File: config.mk
export PLATFORM = sky130hd
export DESIGN_NAME = imem_loader
export DESIGN_NICKNAME = d
export VERILOG_FILES = /design/src/rtl/imem_pkg.sv /design/src/rtl/byte_packer.sv /design/src/rtl/imem_loader.sv
export SDC_FILE = /design/constraint.sdc
export NUM_CORES = 1
export LEC_CHECK = 0
export CORE_MARGIN = 2
export CORE_UTILIZATION = 45
export DETAILED_ROUTE_END_ITERATION = 10
export PLACE_DENSITY = 0.71
export SLEW_MARGIN = 20
export SYNTH_ARGS = -nofsm -noshare
export SYNTH_HDL_FRONTEND = slang
export SYNTH_SLANG_ARGS = --single-unit
File: constraint.sdc
create_clock -name clk -period 5 [get_ports clk]
set_clock_uncertainty 0.1 [all_clocks]
set_input_delay 0.75 -clock clk [delete_from_list [all_inputs] [get_ports clk]]
set_output_delay 0.75 -clock clk [all_outputs]
set_load 0.1 [all_outputs]
File: src/rtl/imem_pkg.sv
// Shared constants, state encoding and helpers for the instruction-memory loader.
// Widths here are the single source of truth for word/byte sizing.
package imem_pkg;

  localparam int unsigned IMEM_DEPTH     = 16;
  localparam int unsigned WORD_W         = 32;
  localparam int unsigned BYTE_W         = 8;
  localparam int unsigned BYTES_PER_WORD = WORD_W / BYTE_W;
  localparam int unsigned BIDX_W         = $clog2(BYTES_PER_WORD);
  localparam int unsigned LEN_W          = 5;

  typedef enum logic [1:0] {
    ST_IDLE,
    ST_RECV,
    ST_WRITE,
    ST_DONE
  } loader_state_e;

  // The requested length can never exceed what the target memory holds.
  function automatic logic [LEN_W-1:0] clamp_len(input logic [LEN_W-1:0] req,
                                                 input int unsigned      depth);
    if (32'(req) > depth) return LEN_W'(depth);
    return req;
  endfunction

endpackage

File: src/rtl/byte_packer.sv
// Packs a little-endian byte stream into words: byte k lands in bits [8k+7:8k].
// full flags the push that completes the current word.
module byte_packer
  import imem_pkg::*;
(
  input  logic              clk,
  input  logic              rst_n,
  input  logic              clear,
  input  logic              push,
  input  logic [BYTE_W-1:0] byte_in,
  output logic [WORD_W-1:0] word,
  output logic              full
);

  logic [BIDX_W-1:0] count_q;
  logic [WORD_W-1:0] word_q;

  // NOTE: sequential state uses non-blocking assignments so every register
  // samples the pre-edge values of its neighbours.
  always_ff @(posedge clk or negedge rst_n) begin
    if (!rst_n) begin
      count_q <= '0;
      word_q  <= '0;
    end else if (clear) begin
      count_q <= '0;
      word_q  <= '0;
    end else if (push) begin
      count_q <= count_q + BIDX_W'(1);
      word_q  <= {byte_in, word_q[WORD_W-1:BYTE_W]};
    end
  end

  // Shifting in from the top leaves the first byte in the low lane after four pushes.
  assign word = word_q;
  assign full = push && (count_q == BIDX_W'(BYTES_PER_WORD - 1));

endmodule

File: src/rtl/imem_loader.sv
// Streams program bytes into instruction memory one word at a time while
// holding the core stalled; supports abort and clamps length to memory depth.
module imem_loader
  import imem_pkg::*;
#(
  parameter int unsigned DEPTH_WORDS = IMEM_DEPTH
) (
  input  logic              clk,
  input  logic              rst_n,
  input  logic              start,
  input  logic              abort,
  input  logic [LEN_W-1:0]  load_len,
  input  logic              byte_valid,
  input  logic [BYTE_W-1:0] byte_data,
  output logic              byte_ready,
  output logic              wr_en,
  output logic [WORD_W-1:0] wr_addr,
  output logic [WORD_W-1:0] wr_data,
  output logic              cpu_hold,
  output logic              done
);

  loader_state_e     state_q, state_d;
  logic [LEN_W-1:0]  len_q, len_d;
  logic [LEN_W-1:0]  word_idx_q, word_idx_d;
  logic [WORD_W-1:0] wr_addr_q, wr_addr_d;
  logic [WORD_W-1:0] wr_data_q, wr_data_d;

  logic              pk_clear;
  logic              pk_push;
  logic              pk_full;
  logic [WORD_W-1:0] pk_word;
  logic [WORD_W-1:0] word_addr;

  // Acceptance depends only on registered state and inputs, never on full.
  assign pk_push   = (state_q == ST_RECV) && !abort && byte_valid;
  assign word_addr = {{(WORD_W - LEN_W - 2){1'b0}}, word_idx_q, 2'b00};

  byte_packer u_packer (
    .clk     (clk),
    .rst_n   (rst_n),
    .clear   (pk_clear),
    .push    (pk_push),
    .byte_in (byte_data),
    .word    (pk_word),
    .full    (pk_full)
  );

  always_ff @(posedge clk or negedge rst_n) begin
    if (!rst_n) begin
      state_q    <= ST_IDLE;
      len_q      <= '0;
      word_idx_q <= '0;
      wr_addr_q  <= '0;
      wr_data_q  <= '0;
    end else begin
      state_q    <= state_d;
      len_q      <= len_d;
      word_idx_q <= word_idx_d;
      wr_addr_q  <= wr_addr_d;
      wr_data_q  <= wr_data_d;
    end
  end

  // NOTE: every signal written below gets a default first, so no path can
  // leave one unassigned and infer a latch.
  always_comb begin
    state_d    = state_q;
    len_d      = len_q;
    word_idx_d = word_idx_q;
    wr_addr_d  = wr_addr_q;
    wr_data_d  = wr_data_q;
    pk_clear   = 1'b0;
    byte_ready = 1'b0;
    wr_en      = 1'b0;
    wr_addr    = wr_addr_q;
    wr_data    = wr_data_q;
    cpu_hold   = 1'b0;
    done       = 1'b0;

    unique case (state_q)
      ST_IDLE: begin
        if (start && !abort) begin
          len_d      = clamp_len(load_len, DEPTH_WORDS);
          word_idx_d = '0;
          pk_clear   = 1'b1;
          state_d    = (len_d == '0) ? ST_DONE : ST_RECV;
        end
      end
      ST_RECV: begin
        cpu_hold = 1'b1;
        if (abort) begin
          state_d = ST_IDLE;
        end else begin
          byte_ready = 1'b1;
          if (pk_full) state_d = ST_WRITE;
        end
      end
      ST_WRITE: begin
        cpu_hold = 1'b1;
        if (abort) begin
          state_d = ST_IDLE;
        end else begin
          // Drive the live word this cycle and remember it for the hold period.
          wr_en      = 1'b1;
          wr_addr    = word_addr;
          wr_data    = pk_word;
          wr_addr_d  = word_addr;
          wr_data_d  = pk_word;
          word_idx_d = word_idx_q + LEN_W'(1);
          state_d    = (word_idx_d == len_q) ? ST_DONE : ST_RECV;
        end
      end
      ST_DONE: begin
        done    = 1'b1;
        state_d = ST_IDLE;
      end
      default: state_d = ST_IDLE;
    endcase
  end

endmodule

==> run_results.csv <==
group,metric,value,unit
run_status,status,"finished clean",
clock_network,clock_sinks,110,
floorplan,fp-row-count,36,
yosys,syn_area,0.004414,sq mm
timing,maxSlewViolCount,0,
grt,grt_pass1_vias,3117,
yosys,synthTopCellsByArea,"dfrtp_1 (62%), nand2_1 (15%), a21oi_1 (4.1%)",
power,seqPwrFrac,34.6,%
yosys,ys_seq_elements,110,
cells_and_area,fillers,838,
timing,worstMarginPinSlew,0.9646,ns
timing,fmax,0.2805,GHz
timing,slew_headroom,35.50,%
placed_design,placed_cell_area,0.005602,sq mm
grt,grt_pass1_wl,14880,microns
timing,final.period_utilization,71.31,%
yosys,synth_edf_count,0,
timing,period_minus_slack,3.565,ns
grt,grt.overflow.total,0,
route,num_vias,3154,
yosys,syn_avg_cell_area,9.987,sq um
power,p_leak,2.856,nW
clock_network,post_cts_buffers,0,
placed_design,place_inst,641,
yosys,synth_nets,467,
clock_network,cts_tree,"done",
power,vdd_drop_max,0.0004557,V
floorplan,start_util,45.79,%
cells_and_area,finalInstanceArea,0.005809,sq mm
worst_hold_path,min_path_type,"in2async",
placed_design,gp_congestion,0.8553,
yosys,synth_async_sr_flop_share,100.0,%
cells_and_area,multi_input_area,0.001481,sq mm
critical_path,critPathKind,"in2out",
flow_run,cap_violations,0,
power,combPwrFrac,50.1,%
yosys,ys.flop_type,"dfrtp_1",
route,ant_nets,0,
clock_network,ctsHtreeMaxLevel,3,
cells_and_area,drive_gt1_share,17.75,%
floorplan,die_height,103.0,microns
power,p_sw_share,46.15,%
placed_design,port-buffer-count,85,
route,firstDrtPassIters,4,
timing,setup_viol,0,
grt,track_usage,17.90,%
critical_path,r2r_slack,2.72,ns
cells_and_area,fin_nets,544,
floorplan,die-width,103.0,microns
cells_and_area,antenna_cells,0,
clock_network,cts-buffers-inserted,9,
floorplan,io_pins,86,
route,wl_per_cell,13.56,microns
critical_path,regToRegEndpoint,"len_q[4]",
cells_and_area,seq_area,0.002753,sq mm
route,vias_per_cell,4.801,
grt,antenna_found_initial,0,
power,p_int,0.001918,W
critical_path,reg2regPathDepth,5,
yosys,ys_seq_area_share,62.36,%
timing,hold_viol_final,0,
placed_design,place_hpwl,5872,microns
grt,grt_max_degree,69,
power,p_clk_share,15.3,%
yosys,netlist_instances,442,
clock_network,cts.repair.resized,0,
critical_path,arrival,2.72,ns
critical_path,end_kind,"output pin",
yosys,synth_top_area_cell,"dfrtp_1",
power,total_power,0.003562,W
timing,fin_tns_setup,0,ns
cells_and_area,area_delta_synth_final,31.60,%
yosys,synth_top_area_share,62.36,%
critical_path,r2r_start,"state_q[1]",
clock_network,clk_pin_slew,0.11,ns
clock_network,clk_latency,0.36,ns
route,drt_wl_total,8906,microns
route,drtIter0Drc,157,
timing,rsz0062_at_grt,"no",
power,p_per_area,613.2,mW/mm^2
clock_network,cts_root_buf,"clkbuf_8",
yosys,ys_types,35,
floorplan,dieArea,0.01062,sq mm
clock_network,max-clock-path-buffers,2,
cells_and_area,fin_util,60.27,%
yosys,ys.warnings.count,0,
floorplan,core_area,0.009639,sq mm
clock_network,hold_buffers,0,
route,drc,0,
cells_and_area,final_cells,657,
critical_path,required,4.15,ns
critical_path,path_max_fanout,21,
critical_path,cp-start-kind,"input port",
power,p_switching,0.001644,W
## cells by family (layout without fill, tap and decap cells)
family	after synthesis	count (layout)	share of synthesized area (%)
adder cells (fa/ha/maj)	7	7	1.984
AO/OA/AOI/OAI	55	55	6.831
buffers and inverters	33	115	4.251
multiplexers	1	1	0.2551
AND/OR/NAND/NOR	227	227	22.53
flip-flops	110	110	62.36
XOR/XNOR	9	9	1.786
## area by class of cell
class | count | area share (%)
tap | 133 | 2.865
clock inverter | 6 | 1.163
sequential | 110 | 47.38
clock buffer | 10 | 2.369
timing repair buffer | 89 | 20.07
multi-input combinational | 299 | 25.50
inverter | 10 | 0.6461
## sequential cells by signal (all words and copies together), names as in the netlist
signal,flops
u_packer.word,32
wr_addr_q,32
len_q,5
wr_data_q,32
word_idx_q,5
u_packer.count_q,2
state_q,2
## metrics by stage
| stage | worst slack, ns | hold slack [ns] |
|---|---|---|
| after floorplan | 0.7932 | 0.3544 |
| after global placement | 1.502 | 0.3677 |
| after detailed placement | 1.404 | 0.3688 |
| after CTS | 1.398 | 0.3826 |
| after global routing | 1.293 | 0.4031 |
| final | 1.435 | 0.3545 |
## Yosys cell counts (2+ instances only)
cell type  count
inv_1         10
nand2_1      178
nand3b_1       4
clkbuf_1       3
and2_1        28
buf_2         11
a21oi_1       36
nor3_1         4
nand3_1        2
xnor2_1        8
dfrtp_1      110
nor2b_4        2
buf_4          3
buf_6          5
o21ai_0       11
nor2_1         2
ha_1           7
## layout by cell type (no fill, tap or decap), drive strengths merged, types with 3 or more instances in the layout
| cell type | synthesis | layout |
|---|---|---|
| dfrtp | 110 | 110 |
| nand3b | 4 | 4 |
| ha | 7 | 7 |
| clkbuf | 4 | 10 |
| nor3 | 4 | 4 |
| buf | 19 | 70 |
| xnor2 | 8 | 8 |
| o21ai | 11 | 11 |
| nor2 | 3 | 3 |
| a21oi | 36 | 36 |
| inv | 10 | 12 |
| nand2 | 178 | 178 |
| clkdlybuf4s50 | 0 | 19 |
| and2 | 28 | 28 |
## layer usage
metal / vias up / share of wire, % / wire length, microns / GRT usage [%]
met4: 0 / 0.90 / 80 / 5.870
met3: 6 / 4.2 / 376 / 3.390
li1: 1563 / - / - / -
met5: - / 0 / 0 / 0
met2: 84 / 48 / 4284 / 28.97
met1: 1501 / 47 / 4165 / 24.52
## critical path: stages
cell,delay [ns]
clkdlybuf4s50_1,0.53
nand2b_4,0.20
inv_1,0.47
buf_4,0.34
nand2_1,0.09
nand2_1,0.13
buf_12,0.19
## worst max-delay path by stage
stage	end	depth (start not counted)	slack, ns	startpoint
floorplan	wr_addr[4]	4	0.79	abort
global placement	byte_ready	3	1.50	abort
detailed placement	wr_data[13]	7	1.40	abort
CTS	wr_data[18]	7	1.40	abort
global route	wr_data[27]	7	1.29	abort
finish	wr_data[18]	7	1.43	abort
## power by group through the flow
stage | logic, W | clock network [W] | registers, W
final | 0.00179 | 0.000545 | 0.00123
after global routing | 0.00188 | 0.000596 | 0.00125
after CTS | 0.00180 | 0.000565 | 0.00123
after detailed placement | 0.00179 | 0 | 0.00125
after global placement | 0.00177 | 0 | 0.00124
after floorplan | 0.00125 | 0 | 0.00120
Power figures use the tool's default switching activity.
